### src/rtl/uart_link_ctrl.sv
// UART link endpoint: RX deserializer, SYNC/ACK handshake with timeout/retry, RX FIFO, TX serializer.
// Optional build macro UART_ECHO_EN retransmits every byte received while LINKED.
module uart_link_ctrl #(
    parameter int                CLKS_PER_BIT   = 5208,
    parameter int                DATA_W         = 8,
    parameter int                FIFO_DEPTH     = 8,
    parameter int                TIMEOUT_CYCLES = 500_000_000,
    parameter logic [DATA_W-1:0] SYNC_BYTE      = DATA_W'(8'h55),
    parameter logic [DATA_W-1:0] ACK_BYTE       = DATA_W'(8'hAA)
) (
    input  logic                          clock,
    input  logic                          reset_n,
    input  logic                          retry,
    input  logic                          i_Rx_Serial,
    output logic                          o_Tx_Serial,
    output logic                          link_up,
    output logic                          link_fail,
    output logic [3:0]                    status_code,
    output logic [DATA_W-1:0]             rx_data,
    output logic                          rx_valid,
    input  logic                          rx_ready,
    output logic [$clog2(FIFO_DEPTH):0]   fifo_level,
    output logic [DATA_W-1:0]             last_byte,
    output logic                          overflow,
    output logic                          frame_err
);

    localparam int CNT_W = (CLKS_PER_BIT > 1) ? $clog2(CLKS_PER_BIT) : 1;
    localparam int BIT_W = $clog2(DATA_W + 2);
    localparam int PTR_W = $clog2(FIFO_DEPTH);
    localparam int LVL_W = PTR_W + 1;
    localparam int TMR_W = $clog2(TIMEOUT_CYCLES) + 1;

    typedef enum logic [1:0] {RX_IDLE, RX_START, RX_DATA, RX_STOP} rx_state_t;
    typedef enum logic [1:0] {ST_WAIT_SYNC, ST_SEND_ACK, ST_LINKED, ST_FAIL} link_state_t;

    rx_state_t           rx_state;
    logic                rx_sync_p0, rx_sync_p1, rx_sync_p2;
    logic [CNT_W-1:0]    rx_cnt;
    logic [BIT_W-1:0]    rx_bit;
    logic [DATA_W-1:0]   rx_byte_p0;
    logic                rx_vld_p0, rx_ferr_p0;

    link_state_t         link_state;
    logic [TMR_W-1:0]    timer;
    logic                tx_go;
    logic [DATA_W-1:0]   tx_byte_p0;

    logic                tx_busy, tx_line;
    logic [CNT_W-1:0]    tx_cnt;
    logic [BIT_W-1:0]    tx_bit;
    logic [DATA_W:0]     tx_shift;
    logic                tx_last;

    logic [DATA_W-1:0]   mem [FIFO_DEPTH];
    logic [PTR_W-1:0]    wr_ptr, rd_ptr;
    logic                restart, push_req, pop, full, do_push;

    // RX stage: 2-FF synchronizer, edge detect, mid-bit sampling
    always_ff @(posedge clock or negedge reset_n) begin
        if (!reset_n) begin
            rx_sync_p0 <= 1'b1;
            rx_sync_p1 <= 1'b1;
            rx_sync_p2 <= 1'b1;
            rx_state   <= RX_IDLE;
            rx_cnt     <= '0;
            rx_bit     <= '0;
            rx_vld_p0  <= 1'b0;
            rx_ferr_p0 <= 1'b0;
        end else begin
            rx_sync_p0 <= i_Rx_Serial;
            rx_sync_p1 <= rx_sync_p0;
            rx_sync_p2 <= rx_sync_p1;
            rx_vld_p0  <= 1'b0;
            rx_ferr_p0 <= 1'b0;
            case (rx_state)
                RX_IDLE: begin
                    rx_cnt <= '0;
                    if (!rx_sync_p1 && rx_sync_p2)
                        rx_state <= RX_START;
                end
                RX_START: begin
                    if (rx_cnt == CNT_W'(CLKS_PER_BIT / 2 - 1)) begin
                        rx_cnt   <= '0;
                        rx_bit   <= '0;
                        rx_state <= rx_sync_p1 ? RX_IDLE : RX_DATA;
                    end else begin
                        rx_cnt <= rx_cnt + 1'b1;
                    end
                end
                RX_DATA: begin
                    if (rx_cnt == CNT_W'(CLKS_PER_BIT - 1)) begin
                        rx_cnt <= '0;
                        rx_bit <= rx_bit + 1'b1;
                        if (rx_bit == BIT_W'(DATA_W - 1))
                            rx_state <= RX_STOP;
                    end else begin
                        rx_cnt <= rx_cnt + 1'b1;
                    end
                end
                RX_STOP: begin
                    if (rx_cnt == CNT_W'(CLKS_PER_BIT - 1)) begin
                        rx_cnt     <= '0;
                        rx_vld_p0  <= rx_sync_p1;
                        rx_ferr_p0 <= !rx_sync_p1;
                        rx_state   <= RX_IDLE;
                    end else begin
                        rx_cnt <= rx_cnt + 1'b1;
                    end
                end
                default: rx_state <= RX_IDLE;
            endcase
        end
    end

    always_ff @(posedge clock) begin
        if (rx_state == RX_DATA && rx_cnt == CNT_W'(CLKS_PER_BIT - 1))
            rx_byte_p0 <= {rx_sync_p1, rx_byte_p0[DATA_W-1:1]};
    end

    // Handshake FSM: status outputs registered alongside the state
    always_ff @(posedge clock or negedge reset_n) begin
        if (!reset_n) begin
            link_state  <= ST_WAIT_SYNC;
            timer       <= '0;
            link_up     <= 1'b0;
            link_fail   <= 1'b0;
            status_code <= 4'h0;
            tx_go       <= 1'b0;
        end else begin
            tx_go <= 1'b0;
            case (link_state)
                ST_WAIT_SYNC: begin
                    if (rx_vld_p0 && rx_byte_p0 == SYNC_BYTE) begin
                        link_state <= ST_SEND_ACK;
                        tx_go      <= 1'b1;
                        timer      <= '0;
                    end else if (timer == TMR_W'(TIMEOUT_CYCLES - 1)) begin
                        link_state  <= ST_FAIL;
                        link_fail   <= 1'b1;
                        status_code <= 4'hF;
                    end else begin
                        timer <= timer + 1'b1;
                    end
                end
                ST_SEND_ACK: begin
                    if (tx_last) begin
                        link_state  <= ST_LINKED;
                        link_up     <= 1'b1;
                        status_code <= 4'hE;
                    end
                end
                ST_LINKED: begin
`ifdef UART_ECHO_EN
                    if (rx_vld_p0 && !tx_busy && !tx_go)
                        tx_go <= 1'b1;
`endif
                end
                ST_FAIL: begin
                    if (retry) begin
                        link_state  <= ST_WAIT_SYNC;
                        link_fail   <= 1'b0;
                        status_code <= 4'h0;
                        timer       <= '0;
                    end
                end
                default: link_state <= ST_WAIT_SYNC;
            endcase
        end
    end

`ifdef UART_ECHO_EN
    // Strobes are a full frame apart, so the byte is stable when the serializer loads it.
    always_ff @(posedge clock) begin
        if (link_state != ST_LINKED)
            tx_byte_p0 <= ACK_BYTE;
        else if (rx_vld_p0)
            tx_byte_p0 <= rx_byte_p0;
    end
`else
    assign tx_byte_p0 = ACK_BYTE;
`endif

    // TX stage: start bit, DATA_W data bits LSB first, stop bit
    always_ff @(posedge clock or negedge reset_n) begin
        if (!reset_n) begin
            tx_busy <= 1'b0;
            tx_line <= 1'b1;
            tx_cnt  <= '0;
            tx_bit  <= '0;
        end else if (tx_go) begin
            tx_busy <= 1'b1;
            tx_line <= 1'b0;
            tx_cnt  <= '0;
            tx_bit  <= '0;
        end else if (tx_busy) begin
            if (tx_cnt == CNT_W'(CLKS_PER_BIT - 1)) begin
                tx_cnt <= '0;
                tx_bit <= tx_bit + 1'b1;
                if (tx_bit == BIT_W'(DATA_W + 1)) begin
                    tx_busy <= 1'b0;
                    tx_line <= 1'b1;
                end else begin
                    tx_line <= tx_shift[0];
                end
            end else begin
                tx_cnt <= tx_cnt + 1'b1;
            end
        end
    end

    always_ff @(posedge clock) begin
        if (tx_go)
            tx_shift <= {1'b1, tx_byte_p0};
        else if (tx_busy && tx_cnt == CNT_W'(CLKS_PER_BIT - 1))
            tx_shift <= {1'b1, tx_shift[DATA_W:1]};
    end

    assign tx_last     = tx_busy && (tx_cnt == CNT_W'(CLKS_PER_BIT - 1)) &&
                         (tx_bit == BIT_W'(DATA_W + 1));
    assign o_Tx_Serial = tx_line;

    // FIFO stage: show-ahead head, drop-on-full with sticky overflow
    assign restart  = (link_state == ST_FAIL) && retry;
    assign push_req = (link_state == ST_LINKED) && rx_vld_p0;
    assign rx_valid = (fifo_level != '0);
    assign pop      = rx_valid && rx_ready;
    assign full     = (fifo_level == LVL_W'(FIFO_DEPTH));
    assign do_push  = push_req && (!full || pop);
    assign rx_data  = rx_valid ? mem[rd_ptr] : '0;

    always_ff @(posedge clock or negedge reset_n) begin
        if (!reset_n) begin
            wr_ptr     <= '0;
            rd_ptr     <= '0;
            fifo_level <= '0;
            overflow   <= 1'b0;
            last_byte  <= '0;
            frame_err  <= 1'b0;
        end else begin
            if (restart) begin
                wr_ptr     <= '0;
                rd_ptr     <= '0;
                fifo_level <= '0;
                overflow   <= 1'b0;
            end else begin
                if (do_push)
                    wr_ptr <= wr_ptr + 1'b1;
                if (pop)
                    rd_ptr <= rd_ptr + 1'b1;
                case ({do_push, pop})
                    2'b10:   fifo_level <= fifo_level + 1'b1;
                    2'b01:   fifo_level <= fifo_level - 1'b1;
                    default: fifo_level <= fifo_level;
                endcase
                if (push_req && full && !pop)
                    overflow <= 1'b1;
            end
            if (push_req)
                last_byte <= rx_byte_p0;
            if (link_state == ST_LINKED && rx_ferr_p0)
                frame_err <= 1'b1;
        end
    end

    always_ff @(posedge clock) begin
        if (do_push)
            mem[wr_ptr] <= rx_byte_p0;
    end

endmodule
### config.mk
export PLATFORM = sky130hd
export DESIGN_NAME = uart_link_ctrl
export DESIGN_NICKNAME = d
export VERILOG_FILES = /design/src/rtl/uart_link_ctrl.sv
export SDC_FILE = /design/constraint.sdc
export NUM_CORES = 1
export LEC_CHECK = 0
export CORE_AREA = 10 10 180 182
export DETAILED_ROUTE_END_ITERATION = 7
export DIE_AREA = 0 0 190 192
export PLACE_DENSITY = 0.53
export SKIP_CTS_REPAIR_TIMING = 1
export SLEW_MARGIN = 15
export SYNTH_ARGS = -nofsm -noshare
export SYNTH_HDL_FRONTEND = slang
export SYNTH_SLANG_ARGS = --single-unit
### constraint.sdc
create_clock -name clock -period 2.3 [get_ports clock]
set_input_delay 0.46 -clock clock [delete_from_list [all_inputs] [get_ports clock]]
set_output_delay 0.46 -clock clock [all_outputs]
set_load 0.02 [all_outputs]
==> out/metrics.json <==
{
  "outcome": {"value": "complete, but fails checks"},
  "failing_checks": {"value": "negative setup slack"},
  "clk_root_buffer_cell": {"value": "sky130_fd_sc_hd__clkbuf_16"},
  "timing.final.crit_share": {"value": 104, "unit": "%"},
  "groute.usage.overall": {"value": 10.4, "unit": "%"},
  "htreeDepth": {"value": 4},
  "slew_at_the_pin_closest_to_its_max_slew_limit": {"value": 0.627, "unit": "ns"},
  "register_area": {"value": 4810, "unit": "sq um"},
  "post_drt_wl_per_cell": {"value": 15.3, "unit": "microns"},
  "grt_setup_unrepaired": {"value": "true"},
  "synth_flop_cell": {"value": "sky130_fd_sc_hd__dfrtp_1"},
  "core-area": {"value": 28600, "unit": "sq um"},
  "synth_enable_flop_cells": {"value": 72},
  "critPathCaptureType": {"value": "primary output"},
  "placementRows": {"value": 62},
  "cts.reportedPaths.clkPinSlew": {"value": 0.08, "unit": "ns"},
  "antenna_cells_inserted": {"value": 0},
  "num-nets-final": {"value": 816},
  "timing.reg2reg.worst_path_depth": {"value": 8},
  "ys_types": {"value": 72},
  "total_cell_area_at_the_placement_stage": {"value": 9430, "unit": "sq um"},
  "postRouteWirelength": {"value": 18.4, "unit": "mm"},
  "timing.final.ws_setup": {"value": -0.0947, "unit": "ns"},
  "worst_ir_drop_vdd": {"value": 0.416, "unit": "mV"},
  "die_w": {"value": 190, "unit": "microns"},
  "cp.arrival": {"value": 1.93, "unit": "ns"},
  "synth.net_count": {"value": 728},
  "p_int": {"value": 5.82, "unit": "mW"},
  "fin_worst_skew": {"value": 0.0180, "unit": "ns"},
  "final_area": {"value": 10100, "unit": "sq um"},
  "first_global_vias": {"value": 5766},
  "min_period": {"value": 2.39, "unit": "ns"},
  "gp_congestion": {"value": 0.801},
  "crit_type": {"value": "reg2out"},
  "area.growth.synth_to_final": {"value": 22.3, "unit": "%"},
  "timing.final.hold_violations": {"value": 0},
  "postSynthAreaPerCell": {"value": 11.5, "unit": "sq um"},
  "number_of_antenna_violations_at_the_first_check_in_global_routing": {"value": 0},
  "design.die.area": {"value": 36500, "unit": "sq um"},
  "power_frac_seq": {"value": 42.3, "unit": "%"},
  "synth.area.top_cells": {"value": "sky130_fd_sc_hd__dfrtp_1 29%, sky130_fd_sc_hd__edfxtp_1 26%, sky130_fd_sc_hd__mux4_2 4.4%"},
  "syn-instance-count": {"value": 714},
  "max_cap_viol_count": {"value": 0},
  "design.portCount": {"value": 35},
  "regToRegSetupSlack": {"value": 0.14, "unit": "ns"},
  "ant_nets": {"value": 0},
  "layout-drive-gt1-share": {"value": 18.0, "unit": "%"},
  "worst_ep_required_time": {"value": 1.84, "unit": "ns"},
  "insertion_delay": {"value": 0.44, "unit": "ns"},
  "cts_buffers": {"value": 17},
  "worst_r2r_startpoint": {"value": "fifo_level[2]$_DFFE_PN0P_"},
  "ys_seq_area_share": {"value": 58.4, "unit": "%"},
  "p_comb_share": {"value": 20.9, "unit": "%"},
  "cts_tree": {"value": "built"},
  "slew_violations": {"value": 0},
  "vertical_die_dimension": {"value": 192, "unit": "microns"},
  "nFillCells": {"value": 2831},
  "cts_sinks": {"value": 179},
  "report.final.setup_viol": {"value": 8},
  "yosys_warnings": {"value": 0},
  "timing.slew.headroom": {"value": 58.0, "unit": "%"},
  "grt_max_degree": {"value": 40},
  "cp_max_fo": {"value": 9},
  "hold-worst-slack": {"value": 0.00110, "unit": "ns"},
  "synth.most_common_cell": {"value": "sky130_fd_sc_hd__dfrtp_1"},
  "net-switching-power": {"value": 2.62, "unit": "mW"},
  "leakage": {"value": 4.02, "unit": "nW"},
  "drt_iter0_markers": {"value": 330},
  "synthesis.area": {"value": 8240, "unit": "sq um"},
  "via_per_inst": {"value": 4.72},
  "globalRouteOverflowTotal": {"value": 0},
  "swShare": {"value": 31.0, "unit": "%"},
  "number_of_register_bits_inferred_by_synthesis": {"value": 179},
  "route.detailed.drc": {"value": 0},
  "critPathLaunchType": {"value": "register"},
  "fmaxAchievable": {"value": 418, "unit": "MHz"},
  "ys_top_cells_by_count": {"value": "96 x sky130_fd_sc_hd__dfrtp_1, 91 x sky130_fd_sc_hd__nor2_1, 81 x sky130_fd_sc_hd__nand2_1"},
  "grt_pass1_wl": {"value": 30.8, "unit": "mm"},
  "ys_async_sr_fraction": {"value": 55.9, "unit": "%"},
  "buffer_ports.inserted": {"value": 34},
  "vias": {"value": 5662},
  "clockPowerShare": {"value": 36.8, "unit": "%"},
  "rr_endpoint": {"value": "fifo_level[2]$_DFFE_PN0P_"},
  "synth_top_area_share": {"value": 29.2, "unit": "%"},
  "place_hpwl": {"value": 12.8, "unit": "mm"},
  "hold_crit_path_type": {"value": "in2async"},
  "multi_input_area": {"value": 3220, "unit": "sq um"},
  "max-clock-path-buffers": {"value": 2},
  "synth_top_cell_by_area": {"value": "sky130_fd_sc_hd__dfrtp_1"},
  "first_pass_iters": {"value": 4},
  "initial_core_utilization": {"value": 28.8, "unit": "%"},
  "power.density": {"value": 837, "unit": "nW/um^2"}
}
-- worst max path at each step --
stage / from / end / slack, ns / cells past startpoint
6_report: rd_ptr[0]$_DFFE_PN0P_ / rx_data[4] / -0.09 / 5
2_1_floorplan: fifo_level[1]$_DFFE_PN0P_ / fifo_level[2]$_DFFE_PN0P_ / 0.02 / 9
3_3_place_gp: rx_ready / fifo_level[2]$_DFFE_PN0P_ / -0.08 / 9
3_5_place_dp: rx_ready / fifo_level[2]$_DFFE_PN0P_ / -0.08 / 9
4_1_cts: rd_ptr[0]$_DFFE_PN0P_ / rx_data[4] / -0.52 / 5
5_1_grt: rd_ptr[0]$_DFFE_PN0P_ / rx_data[4] / -0.20 / 5
-- placed cells by master (no fill, tap or decap), types with 5 or more instances in the layout --
master | netlist | layout
sky130_fd_sc_hd__a211oi_1 | 5 | 5
sky130_fd_sc_hd__a21oi_1 | 27 | 27
sky130_fd_sc_hd__a31oi_1 | 5 | 5
sky130_fd_sc_hd__and2_1 | 5 | 5
sky130_fd_sc_hd__and3_1 | 6 | 6
sky130_fd_sc_hd__and4_1 | 6 | 6
sky130_fd_sc_hd__buf_4 | 3 | 67
sky130_fd_sc_hd__clkbuf_16 | 0 | 18
sky130_fd_sc_hd__clkdlybuf4s50_1 | 0 | 24
sky130_fd_sc_hd__dfrtp_1 | 96 | 95
sky130_fd_sc_hd__dfxtp_1 | 7 | 7
sky130_fd_sc_hd__edfxtp_1 | 72 | 72
sky130_fd_sc_hd__ha_1 | 9 | 9
sky130_fd_sc_hd__inv_1 | 17 | 17
sky130_fd_sc_hd__inv_12 | 0 | 5
sky130_fd_sc_hd__mux2i_1 | 17 | 17
sky130_fd_sc_hd__mux4_2 | 16 | 16
sky130_fd_sc_hd__nand2_1 | 81 | 81
sky130_fd_sc_hd__nand2b_1 | 12 | 12
sky130_fd_sc_hd__nand3_1 | 35 | 35
sky130_fd_sc_hd__nand3b_1 | 5 | 5
sky130_fd_sc_hd__nand4_1 | 21 | 21
sky130_fd_sc_hd__nor2_1 | 91 | 91
sky130_fd_sc_hd__nor3_1 | 22 | 22
sky130_fd_sc_hd__o21ai_0 | 13 | 13
sky130_fd_sc_hd__or3_1 | 7 | 7
sky130_fd_sc_hd__xnor2_1 | 12 | 12
sky130_fd_sc_hd__xor2_1 | 28 | 28
-- flip-flops by register name, summed over array words and instances (netlist names), 2 cells and up, named ones only --
name,cells
wr_ptr,3
rx_byte_p0,8
tx_bit,4
mem,64
tx_cnt,13
rx_cnt,13
rx_bit,4
rd_ptr,3
tx_shift,7
timer,30
last_byte,8
link_state,2
fifo_level,4
status_code,2
-- area by class of cell --
type                    count  share of cell area (%)
inverters                  17                   0.633
flip-flops and latches    179                    47.8
repair buffers            100                    8.54
multi-input cells         487                    31.9
clock buffers              17                    4.22
clock inverters            15                    2.16
well taps                 384                    4.77
-- power by group through the flow --
stage	clock (mW)	sequential, mW	combinational (mW)
detailed placement	0	3.62	1.83
floorplan	0	3.57	1.11
global placement	0	3.62	1.82
finish	3.11	3.56	1.76
CTS	3.20	3.56	1.84
global route	3.31	3.59	1.96
-- cell families (layout without fill, tap and decap cells) --
kind of cell	after synthesis	after routing	synth area share, %
XOR/XNOR	40	40	4.25
AO/OA/AOI/OAI	82	82	6.49
AND/OR/NAND/NOR	322	322	20.1
buffers and inverters	48	149	2.78
flip-flops	179	179	58.4
multiplexers	34	34	6.58
adder cells (fa/ha/maj)	9	9	1.37
-- stage by stage --
step | setup slack [ns] | TNS (ns) | power [mW] | instances | utilization [%]
finish | -0.0947 | -0.574 | 8.43 | 1199 | 35.2
global route | -0.201 | -1.44 | 8.86 | 1199 | 35.2
CTS | -0.522 | -4.27 | 8.59 | 1197 | 35.2
detailed placement | -0.0841 | -0.189 | 5.46 | 1165 | 32.9
global placement | -0.0809 | -0.128 | 5.45 | 1165 | 32.9
floorplan | 0.0235 | 0 | 4.68 | 714 | -
-- critical path: stages (launching register included) --
cell and delay [ns]:
sky130_fd_sc_hd__dfrtp_2 0.44, sky130_fd_sc_hd__buf_12 0.16, sky130_fd_sc_hd__mux4_2 0.52, sky130_fd_sc_hd__mux2i_1 0.16, sky130_fd_sc_hd__nor2_1 0.06, sky130_fd_sc_hd__buf_2 0.16
-- metal layers --
layer	part of all wire, %	vias up	GRT usage (%)
met5	0	-	0
met4	0.84	0	3.02
met3	3.3	11	2.58
met2	47	72	16.8
met1	49	2809	13.6
li1	-	2770	-
(Power assumes the default switching activity.)
